**config.mk**
```make
export PLATFORM = sky130hd
export DESIGN_NAME = ibex_rf_march_bist_ctrl
export DESIGN_NICKNAME = d
export VERILOG_FILES = /design/src/rtl/ibex_rf_march_bist_ctrl.sv
export SDC_FILE = /design/constraint.sdc
export NUM_CORES = 1
export LEC_CHECK = 0
export ABC_AREA = 1
export CAP_MARGIN = 20
export CORE_MARGIN = 2
export CORE_UTILIZATION = 47
export CTS_CLUSTER_DIAMETER = 150
export DETAILED_ROUTE_END_ITERATION = 6
export PLACE_DENSITY = 0.86
export REMOVE_ABC_BUFFERS = 1
export SLEW_MARGIN = 15
export SYNTH_ARGS = -nofsm -noshare
export SYNTH_HDL_FRONTEND = slang
export SYNTH_SLANG_ARGS = --single-unit
```
**constraint.sdc**
```tcl
create_clock -name clk_i -period 4.56 [get_ports clk_i]
set_clock_uncertainty 0.2 [all_clocks]
set_input_delay 0.684 -clock clk_i [delete_from_list [all_inputs] [get_ports clk_i]]
set_output_delay 0.684 -clock clk_i [all_outputs]
set_load 0.02 [all_outputs]
```
**src/rtl/ibex_rf_march_bist_ctrl.sv**
```systemverilog
// rtl/ibex_rf_march_bist_ctrl.sv - March C- BIST sequencer for the core register file
module ibex_rf_march_bist_ctrl #(
  parameter int unsigned       DATA_W       = 32,
  parameter int unsigned       ADDR_W       = 5,
  parameter int unsigned       FIRST_ADDR   = 1,
  parameter int unsigned       LAST_ADDR    = 31,
  parameter logic [DATA_W-1:0] BG_PATTERN   = '0,
  parameter int unsigned       IDLE_TIMEOUT = 255
) (
  input  logic              clk_i,
  input  logic              rst_i,
  input  logic              start_i,
  output logic              halt_req_o,
  input  logic              core_idle_i,
  output logic              rf_sel_o,
  output logic [ADDR_W-1:0] rf_waddr_o,
  output logic [DATA_W-1:0] rf_wdata_o,
  output logic              rf_we_o,
  output logic [ADDR_W-1:0] rf_raddr_o,
  input  logic [DATA_W-1:0] rf_rdata_i,
  output logic              busy_o,
  output logic              done_o,
  output logic              fail_o,
  output logic              timeout_o,
  output logic [2:0]        fail_elem_o,
  output logic [ADDR_W-1:0] fail_addr_o,
  output logic [DATA_W-1:0] fail_data_o
);

  localparam int unsigned TIMER_W = (IDLE_TIMEOUT < 1) ? 1 : $clog2(IDLE_TIMEOUT + 1);
  localparam logic [TIMER_W-1:0] TIMEOUT_T = TIMER_W'(IDLE_TIMEOUT);
  localparam logic [ADDR_W-1:0]  FIRST_A   = ADDR_W'(FIRST_ADDR);
  localparam logic [ADDR_W-1:0]  LAST_A    = ADDR_W'(LAST_ADDR);

  typedef enum logic [1:0] {
    S_IDLE  = 2'd0,
    S_WAIT  = 2'd1,
    S_MARCH = 2'd2,
    S_DONE  = 2'd3
  } state_e;

  state_e              state_q, state_d;
  logic [TIMER_W-1:0]  timer_q, timer_d;
  logic [2:0]          elem_q, elem_d;
  logic [ADDR_W-1:0]   addr_q, addr_d;
  logic                phase_q, phase_d;
  logic                fail_q, fail_d;
  logic                timeout_q, timeout_d;
  logic [2:0]          fail_elem_q, fail_elem_d;
  logic [ADDR_W-1:0]   fail_addr_q, fail_addr_d;
  logic [DATA_W-1:0]   fail_data_q, fail_data_d;

  // Element decode: M0 is write-only, M5 read-only, M3/M4 walk downwards.
  logic              has_read, has_write, down, next_down, at_end;
  logic              read_cyc, write_cyc;
  logic [DATA_W-1:0] rd_exp, wr_data;

  assign has_read  = (elem_q != 3'd0);
  assign has_write = (elem_q != 3'd5);
  assign down      = (elem_q == 3'd3) || (elem_q == 3'd4);
  assign next_down = (elem_q == 3'd2) || (elem_q == 3'd3);
  assign at_end    = down ? (addr_q == FIRST_A) : (addr_q == LAST_A);
  assign read_cyc  = has_read && !phase_q;
  assign write_cyc = has_write && (phase_q || !has_read);
  assign rd_exp    = elem_q[0] ? BG_PATTERN : ~BG_PATTERN;
  assign wr_data   = elem_q[0] ? ~BG_PATTERN : BG_PATTERN;

  always_ff @(posedge clk_i or posedge rst_i) begin
    if (rst_i) begin
      state_q     <= S_IDLE;
      timer_q     <= '0;
      elem_q      <= '0;
      addr_q      <= '0;
      phase_q     <= 1'b0;
      fail_q      <= 1'b0;
      timeout_q   <= 1'b0;
      fail_elem_q <= '0;
      fail_addr_q <= '0;
      fail_data_q <= '0;
    end else begin
      state_q     <= state_d;
      timer_q     <= timer_d;
      elem_q      <= elem_d;
      addr_q      <= addr_d;
      phase_q     <= phase_d;
      fail_q      <= fail_d;
      timeout_q   <= timeout_d;
      fail_elem_q <= fail_elem_d;
      fail_addr_q <= fail_addr_d;
      fail_data_q <= fail_data_d;
    end
  end

  always_comb begin
    state_d     = state_q;
    timer_d     = timer_q;
    elem_d      = elem_q;
    addr_d      = addr_q;
    phase_d     = phase_q;
    fail_d      = fail_q;
    timeout_d   = timeout_q;
    fail_elem_d = fail_elem_q;
    fail_addr_d = fail_addr_q;
    fail_data_d = fail_data_q;

    unique case (state_q)
      S_IDLE: begin
        if (start_i) begin
          state_d     = S_WAIT;
          timer_d     = '0;
          fail_d      = 1'b0;
          timeout_d   = 1'b0;
          fail_elem_d = '0;
          fail_addr_d = '0;
          fail_data_d = '0;
        end
      end
      S_WAIT: begin
        // Idle arriving on the last allowed cycle still wins over the timeout.
        if (core_idle_i) begin
          state_d = S_MARCH;
          elem_d  = 3'd0;
          addr_d  = FIRST_A;
          phase_d = 1'b0;
        end else if (timer_q == TIMEOUT_T) begin
          state_d   = S_DONE;
          timeout_d = 1'b1;
        end else begin
          timer_d = timer_q + 1'b1;
        end
      end
      S_MARCH: begin
        if (read_cyc && (rf_rdata_i != rd_exp)) begin
          state_d     = S_DONE;
          fail_d      = 1'b1;
          fail_elem_d = elem_q;
          fail_addr_d = addr_q;
          fail_data_d = rf_rdata_i;
        end else if (read_cyc && has_write) begin
          phase_d = 1'b1;
        end else begin
          phase_d = 1'b0;
          if (at_end) begin
            if (elem_q == 3'd5) begin
              state_d = S_DONE;
            end else begin
              elem_d = elem_q + 3'd1;
              addr_d = next_down ? LAST_A : FIRST_A;
            end
          end else if (down) begin
            addr_d = addr_q - 1'b1;
          end else begin
            addr_d = addr_q + 1'b1;
          end
        end
      end
      S_DONE: begin
        state_d = S_IDLE;
      end
      default: begin
        state_d = S_IDLE;
      end
    endcase
  end

  assign busy_o      = (state_q != S_IDLE);
  assign done_o      = (state_q == S_DONE);
  assign halt_req_o  = (state_q == S_WAIT) || (state_q == S_MARCH);
  assign rf_sel_o    = (state_q == S_MARCH);
  assign rf_we_o     = rf_sel_o && write_cyc;
  assign rf_waddr_o  = rf_sel_o ? addr_q : '0;
  assign rf_raddr_o  = rf_sel_o ? addr_q : '0;
  assign rf_wdata_o  = rf_we_o ? wr_data : '0;
  assign fail_o      = fail_q;
  assign timeout_o   = timeout_q;
  assign fail_elem_o = fail_elem_q;
  assign fail_addr_o = fail_addr_q;
  assign fail_data_o = fail_data_q;

endmodule

```
==> run metrics <==
status complete, no violations; worst-path fanout max 32; endpoints failing setup 0; Period Utilization, post-route 82.9%; synthesized instance count 504; CP arrival 2890 ps; register area share after synthesis 39.3%; Worst Tran Pin Value 731 ps; post-route minimum period 3780 ps; Setup TNS 0 ps; #FFs+latches synth 61; io pins 125; hold_ws 292 ps; Core Rows 33; DRC errors left 0; final-report max-slew violation count 0; CTS Buf Count 9; Hold Violations, Final 0; dpl cell area 4880 µm²; CP startpoint kind register; vias in the first global route 3584; clk_lat worst skew 330 ps; Final Non-Filler Cells 694; die width 94.9 µm; Filler Cell Count 700; final instance area between 5000 and 6000 µm²; Setup CP Type reg -> out; die height 94.9 µm; slew margin rel. about half; Via density 5.29; IR drop worst, VDD 0.426 mV; area of the multi-input gates 1790 µm²; layout cells sized above 1 7.47%; Netlist cell types 40; DRT iter0 DRCs roughly 150; HPWL after detailed placement 6830 µm; Leakage 0.00250 µW; CTS root buf clkbuf_8; Inst Count DP approximately 680; initial antenna violation count 0; Critical Path Sink Type output pin; number of routed nets with antenna violations 0; TritonRoute pass-1 iters 4; pin count of the biggest net entering global routing 49; clock tree sinks 61; worst min path class reg -> reg; pwr dens around 590 nW/µm²; total setup buffers inserted after CTS 0; first-pass GRT wire length 16100 µm; fmax ~260 MHz; core area 8090 µm²; drt wl/cell 14.1 µm; final wirelength around 9800 µm; FF+latch area 1530 µm²; post-CTS sizing 0; # Max-Cap Violations 0; RSZ-0062 raised after global routing no; die area 9010 µm²; CTS H-tree lvls 3; grt total ovfl 0; CTS Hold Buffers Added 0; Starting Density a little under half; Placer Congestion between 0.8 and 0.9; n_diodes 0; Reg clk slew, reported paths 70 ps; Layout area overhead 31.8%; Critical Path RT 3680 ps; nets@finish 632; number of buffers added on ports about 120; Synth Area per Inst a little under 8 µm²; Overall Global Routing Usage 22.3%; Ys Warns 0; post-synthesis cell area 3880 µm²; CTS tree built; vias between 3000 and 4000; Layout Utilization between 60% and 70%; Clock Path Buffers 2
==> path summary, 6_finish.rpt <==
kind / slack (ps) / depth (start not counted) / endpoint / start
max: 780 / 8 / rf_wdata_o[10] / elem_q[0]
min: 290 / 2 / phase_q / phase_q
max reg2reg: 1790 / 9 / fail_data_o[28] / state_q[0]
min reg2reg: 290 / 2 / phase_q / phase_q
max in group asynchronous: 2750 / 3 / state_q[0] / rst_i
min in group asynchronous: 530 / 2 / fail_data_o[31] / rst_i
==> power breakdown <==
group	internal [µW]	switching, µW
registers	696	125
clock network	297	217
logic	635	1030
total	1630	1370
==> cell type report <==
type | instances | share of cell area (%)
clock buffers | 13 | 3.30
clock inverters | 3 | 0.831
inverters | 43 | 3.15
multi-input cells | 340 | 34.9
flip-flops and latches | 61 | 29.8
well taps | 105 | 2.57
repair buffers | 129 | 25.4
==> placed cells by master (no fill, tap or decap), types with 2 or more instances in the layout <==
| master | instances |
|---|---|
| nand2_1 | 131 |
| nor3_1 | 6 |
| nand3_1 | 67 |
| nand3b_1 | 4 |
| inv_1 | 37 |
| clkbuf_8 | 12 |
| nor2_1 | 36 |
| nor3_2 | 2 |
| o21ai_0 | 7 |
| nor2_2 | 2 |
| nand4_1 | 42 |
| ha_1 | 11 |
| dfrtp_1 | 61 |
| clkdlybuf4s50_1 | 124 |
| a21oi_1 | 5 |
| inv_2 | 6 |
| xor2_1 | 4 |
| buf_4 | 4 |
| nand2_4 | 2 |
| o21ai_4 | 2 |
==> Yosys cell counts (all sizes together) <==
master / instances / area (µm²)
xor2: 4 / 35.0
ha: 12 / 150
nand3b: 4 / 30.0
and2: 2 / 15.0
nor4b: 1 / 8.76
a32o: 1 / 10.0
a211oi: 1 / 7.51
inv: 43 / 161
o31ai: 1 / 7.51
a21oi: 7 / 50.1
nor3: 8 / 45.0
o211ai: 1 / 7.51
nand4: 43 / 275
dfrtp: 61 / 1530
nor2: 39 / 159
or2: 1 / 8.76
buf: 52 / 385
clkbuf: 8 / 30.0
nand3: 69 / 363
o21bai: 1 / 7.51
nand2: 134 / 521
o21a: 1 / 7.51
o21ai: 10 / 72.6
==> layer usage <==
layer  track usage [%]  vias up  part of all wire, %
met2              37.4      131                   50
met1              27.8     1737                   42
met3              5.27       13                  6.9
met4              8.57        0                  1.4
met5                 0        -                    0
li1                  -     1790                    -
==> cell families (layout without fill, tap and decap cells) <==
| group | Yosys count | in the layout | synth area share [%] |
|---|---|---|---|
| buf+inv | 103 | 188 | 14.9 |
| xor+xnor | 4 | 4 | 0.902 |
| flops | 61 | 61 | 39.3 |
| fa+ha+maj | 12 | 12 | 3.87 |
| simple gates | 301 | 301 | 36.7 |
| compound gates | 23 | 23 | 4.38 |
==> per-stage QoR <==
stage               setup WS (ps)  power (µW)
detailed placement            944        2480
CTS                           765        2990
global placement             1090        2420
floorplan                  -11050        1810
global route                  553        3210
finish                        782        3000
==> state kept, by name (all words and copies together) (netlist names) <==
name,count
fail_data_o,32
timeout_o,1
state_q,2
fail_elem_o,3
fail_o,1
elem_q,3
timer_q,8
addr_q,5
fail_addr_o,5
phase_q,1
==> worst max-delay path, stage by stage (launching register included) <==
cell and delay, ps:
dfrtp_1 560, inv_1 220, ha_1 170, inv_1 70, o21bai_1 170, inv_1 150, nor3_2 230, buf_4 300
clkdlybuf4s50_1 670
Note: power is estimated with default switching activity, not from simulation.
